## src/rtl/vector_to_axis_pkt.sv

```systemverilog
`default_nettype none
// ============================================================================
// vector_to_axis_pkt : byte vector + runtime length -> one AXI-stream packet
// Revision: 1.0
// ============================================================================
module vector_to_axis_pkt #(
  parameter int VEC_BYTES  = 16,
  parameter int AXIS_BYTES = 4,
  parameter int MSB_FIRST  = 0,
  parameter int REPEAT     = 0
) (
  input  logic                           clk,
  input  logic                           aresetn,
  input  logic                           in_tvalid,
  output logic                           in_tready,
  input  logic [VEC_BYTES*8-1:0]         in_vec,
  input  logic [$clog2(VEC_BYTES+1)-1:0] in_len,
  input  logic                           axis_tready,
  output logic                           axis_tvalid,
  output logic                           axis_tlast,
  output logic [AXIS_BYTES-1:0]          axis_tkeep,
  output logic [AXIS_BYTES*8-1:0]        axis_tdata
);

  localparam int c_beats  = VEC_BYTES / AXIS_BYTES;
  localparam int c_ctr_w  = (c_beats > 1) ? $clog2(c_beats) : 1;
  localparam int c_len_w  = $clog2(VEC_BYTES + 1);
  localparam int c_rem_w  = $clog2(AXIS_BYTES + 1);
  localparam int c_lane_w = AXIS_BYTES * 8;

  generate
    if (VEC_BYTES % AXIS_BYTES != 0) begin : g_param_check
      $error("VEC_BYTES must be a multiple of AXIS_BYTES");
    end
  endgenerate

  typedef enum logic [0:0] {
    ST_IDLE = 1'b0,
    ST_SEND = 1'b1
  } state_e;

  state_e                 state_q, state_d;
  logic [c_ctr_w-1:0]     ctr_q, ctr_d;
  logic [c_ctr_w-1:0]     last_q, last_d;
  logic [c_rem_w-1:0]     rem_q, rem_d;
  logic [VEC_BYTES*8-1:0] vec_q, vec_d;

  logic [c_len_w-1:0]     w_len;
  logic [c_ctr_w-1:0]     w_last;
  logic [c_rem_w-1:0]     w_rem;
  logic [c_ctr_w-1:0]     w_chunk_idx;
  logic [c_lane_w-1:0]    w_chunk;
  logic [AXIS_BYTES-1:0]  w_keep;
  logic                   w_out_hs;
  logic                   w_in_hs;

  // Out-of-range lengths (0 or > VEC_BYTES) mean a full vector.
  always_comb begin
    w_len = in_len;
    if (in_len == '0 || int'(in_len) > VEC_BYTES) begin
      w_len = c_len_w'(VEC_BYTES);
    end
    w_last = c_ctr_w'((int'(w_len) - 1) / AXIS_BYTES);
    w_rem  = c_rem_w'(int'(w_len) - int'(w_last) * AXIS_BYTES);
  end

  assign axis_tvalid = (state_q == ST_SEND);
  assign axis_tlast  = axis_tvalid && (ctr_q == last_q);
  assign w_out_hs    = axis_tvalid & axis_tready;
  // A new vector is only taken while idle or on the final-beat handshake.
  assign in_tready   = aresetn & ((state_q == ST_IDLE) | (w_out_hs & axis_tlast));
  assign w_in_hs     = in_tvalid & in_tready;

  always_comb begin
    w_chunk_idx = (MSB_FIRST != 0) ? (c_ctr_w'(c_beats - 1) - ctr_q) : ctr_q;
    w_chunk     = '0;
    for (int j = 0; j < c_beats; j++) begin
      if (int'(w_chunk_idx) == j) begin
        w_chunk = vec_q[j*c_lane_w +: c_lane_w];
      end
    end
    w_keep = '0;
    for (int i = 0; i < AXIS_BYTES; i++) begin
      if (!axis_tlast) begin
        w_keep[i] = 1'b1;
      end else if (MSB_FIRST != 0) begin
        w_keep[i] = (i >= AXIS_BYTES - int'(rem_q));
      end else begin
        w_keep[i] = (i < int'(rem_q));
      end
    end
    axis_tkeep = '0;
    axis_tdata = '0;
    for (int i = 0; i < AXIS_BYTES; i++) begin
      axis_tkeep[i]       = axis_tvalid & w_keep[i];
      axis_tdata[i*8 +: 8] = (axis_tvalid && w_keep[i]) ? w_chunk[i*8 +: 8] : 8'h00;
    end
  end

  always_comb begin
    state_d = state_q;
    ctr_d   = ctr_q;
    last_d  = last_q;
    rem_d   = rem_q;
    vec_d   = vec_q;
    if (w_in_hs) begin
      vec_d   = in_vec;
      last_d  = w_last;
      rem_d   = w_rem;
      ctr_d   = '0;
      state_d = ST_SEND;
    end else if (w_out_hs) begin
      if (!axis_tlast) begin
        ctr_d = ctr_q + c_ctr_w'(1);
      end else if (REPEAT != 0) begin
        ctr_d = '0;
      end else begin
        state_d = ST_IDLE;
      end
    end
  end

  always_ff @(posedge clk or negedge aresetn) begin
    if (!aresetn) begin
      state_q <= ST_IDLE;
      ctr_q   <= '0;
      last_q  <= '0;
      rem_q   <= '0;
      vec_q   <= '0;
    end else begin
      state_q <= state_d;
      ctr_q   <= ctr_d;
      last_q  <= last_d;
      rem_q   <= rem_d;
      vec_q   <= vec_d;
    end
  end

endmodule
`default_nettype wire

```

## config.mk

```make
export PLATFORM = sky130hd
export DESIGN_NAME = vector_to_axis_pkt
export DESIGN_NICKNAME = d
export VERILOG_FILES = /design/src/rtl/vector_to_axis_pkt.sv
export SDC_FILE = /design/constraint.sdc
export NUM_CORES = 1
export LEC_CHECK = 0
export BUFFER_PORTS_ARGS = -buffer_cell sky130_fd_sc_hd__buf_4
export CORE_MARGIN = 4
export CORE_UTILIZATION = 53
export CTS_CLUSTER_DIAMETER = 80
export DETAILED_ROUTE_END_ITERATION = 8
export PLACE_DENSITY = 0.8
export SLEW_MARGIN = 20
export SYNTH_ARGS = -nofsm -noshare
export SYNTH_HDL_FRONTEND = slang
export SYNTH_SLANG_ARGS = --single-unit
```

## constraint.sdc

```tcl
create_clock -name clk -period 2.2 [get_ports clk]
set_input_delay 0 -clock clk [delete_from_list [all_inputs] [get_ports clk]]
set_output_delay 0 -clock clk [all_outputs]
set_load 0.01 [all_outputs]
```

==> results.yml <==
run_status:
  status: "finished, violations left"
  violations: "negative setup slack"
yosys:
  synth-main-ff-cell: "dfrtp_1"
  synthAdderAreaFrac_pct: 1.10
  synth-xor-area-share_pct: 0.750
  synth_common_cells: "dfrtp_1, nand2_1, mux2_2"
  syn_nets: 755
  ys_async_sr_fraction_pct: 100
  syn_area_sq_um: 6840
  synth_top_family_by_area: "multiplexers"
  synth_top_area_share_pct: 49.7
  synth_cell_types: 34
  synthSimpleGateAreaFrac_pct: 6.71
  synth_cells: 612
  yosysSeqAreaShare_pct: 49.7
  syn_avg_cell_area_sq_um: 11.2
  yosys.area.top_type: "dfrtp_1"
  synth_edf_count: 0
  synth_compound_area_share_pct: 10.5
  yosysWarnings: 0
  synthMuxAreaShare_pct: 24.7
  synth_area_leaders: "dfrtp_1, mux2_2, mux2_4"
  ys_ff_latch: 136
  synth_most_common_cell: "dfrtp_1"
route:
  wl_per_cell_microns: 20.2
  vias: 6039
  drt-total-wl_microns: 22600
  vias_per_cell: 5.40
  drt_pass1_iterations: 4
  drt_iter0_markers: 412
  post-route-drc-count: 0
  ant_nets: 0
timing:
  fin_skew_ns: 0.00572
  fmax_mhz: 436
  fin_crit_sh_pct: 104
  hold_viol: 0
  setup_viol: 9
  min_period_ns: 2.29
  rsz0062_at_grt: "true"
  relSlewSlack_pct: 48.7
  worst_pin_slew_ns: 0.769
  slew_violations: 0
  layout_setup_ws_ns: -0.0915
cts:
  cts_max_level: 4
  cts_tree: "yes"
  cts_buffers: 17
  clk_pin_slew_ns: 0.05
  clk_latency_ns: 0.42
  root_buffer: "clkbuf_16"
  clock_sinks: 136
  ctsLongestPathBuffers: 2
floorplan:
  die_area_sq_um: 14800
  die_y_microns: 122
  rows: 41
  fp.dieW_microns: 122
  design.core.area_sq_um: 12600
  io-pin-count: 176
  start_util_pct: 54.2
setup_path:
  critical_path_arrival_ns: 2.29
  end_kind: "output pin"
  path_cells: "xor2_2 -> or4b_4 -> o31ai_4 -> buf_6 -> a21oi_2 -> buf_4"
  criticalPathCategory: "reg -> out"
  crit_required_ns: 2.20
  crit_path_max_fanout: 5
  cpPeakStageDelay_ns: 0.57
  crit_family: "simple AND/OR/NAND/NOR gates"
  crit_slowest_cell: "or4b_4"
  start_kind: "flop"
  path_buf_inv: 2
grt:
  grt_max_degree: 85
  first_global_vias: 6595
  grt_pass1_wl_microns: 34300
  antenna_found_initial: 0
  overflow: 0
  grt_use_total_pct: 30.6
placement:
  place_congestion: 0.788
  dpl.hpwl_microns: 11900
  port-buffer-count: 175
  placed_area_sq_um: 8400
power_and_ir_drop:
  ir_drop_mv: 0.765
  p_per_area_nw_per_um2: 1410
  leakagePower_uw: 0.00482
cells_and_area:
  antenna_cells: 0
  area.growth.synth_to_final_pct: 53.8
  drive_gt1_share_pct: 42.2
  fin_util_pct: 83.4
  num-fill-cells: 658
  final_area_sq_um: 10500
  nets: 1076
min_path:
  min_path_type: "in -> reg"
job:
  cap_violations: 0
-- flip-flops by register name, summed over array words and instances (netlist names) --
signal and flops:
rem_q 3, last_q 2, ctr_q 2, vec_q 128
axis_tvalid 1
-- worst register-to-register path, cell delays in order, from the launching register on --
cell and delay [ns]:
dfrtp_2 0.43, xor2_2 0.19, buf_4 0.15, o31ai_2 0.28
nor2b_4 0.26, buf_4 0.14, buf_12 0.22, mux2_2 0.40
-- repair_timing --
action | CTS | global route
hold endpoints to repair | 266 | 0
setup endpoints to repair | 36 | 83
gates resized for setup | 12 | 15
cloned | 1 | 1
hold buffers | 133 | 0
buffers inserted | 3 | 2
-- metal layers --
metal / wire, microns / global-route usage (%)
met1: 8140 / 32.3
met2: 12100 / 56.1
met3: 1380 / 7.99
met4: 948 / 15.8
met5: 0 / 0
-- cells in the final DEF, fill, tap and decap left out, types with 2 or more instances in the layout --
master	instances
buf_4	194
bufinv_16	4
a21oi_1	52
clkbuf_1	3
nor2_1	2
ha_1	2
nor3_1	2
nand2_1	98
nor2b_1	2
ha_4	2
mux2_2	85
dfrtp_1	135
buf_12	7
clkbuf_8	3
inv_1	40
a21oi_2	12
o21ai_0	64
clkbuf_16	18
clkinv_2	5
buf_6	8
mux2_4	48
xnor2_1	3
ha_2	2
o21ai_2	2
dlygate4sd3_1	133
and2_1	2
-- path summary, 6_finish.rpt --
check / startpoint / to / slack [ns] / cells past startpoint
max reg2reg: ctr_q[1] / vec_q[16] / 0.03 / 7
max in group asynchronous: aresetn / vec_q[85] / 1.33 / 3
min reg2reg: vec_q[64] / vec_q[64] / 0.51 / 1
max: ctr_q[1] / axis_tdata[7] / -0.09 / 6
min in group asynchronous: aresetn / vec_q[97] / 0.31 / 3
min: axis_tready / ctr_q[0] / 0.06 / 4
-- cell families after synthesis --
logic type      after synthesis
xor+xnor                      5
fa+ha+maj                     6
buf+inv                      82
mux                         134
simple gates                113
compound gates              136
flops                       136
-- power by group --
group          internal, uW  switching (uW)
combinational          3720            3400
clock                  1980            1070
sequential             3790             856
total                  9480            5320
-- per-stage QoR --
step | setup slack, ns | hold WS, ns | setup TNS [ns] | power (uW) | std cells
after floorplan | 0.146 | -0.296 | 0 | 8440 | 612
after global placement | 0.0809 | -0.218 | 0 | 10500 | 946
after detailed placement | 0.0286 | -0.216 | 0 | 10800 | 946
after CTS | -0.0706 | 0.0524 | -0.554 | 14300 | 1115
after global routing | -0.169 | 0.0765 | -2.62 | 15600 | 1118
final | -0.0915 | 0.0618 | -0.631 | 14800 | 1118
-- final cells by class --
class	instances	area, sq um	share of cell area [%]
well taps	172	215	2.04
repair buffers	343	3040	28.9
flip-flops and latches	136	3400	32.3
multi-input cells	394	3090	29.3
inverters	41	154	1.46
clock buffers	23	478	4.54
clock inverters	9	145	1.38
Note: power is estimated with default switching activity, not from simulation.
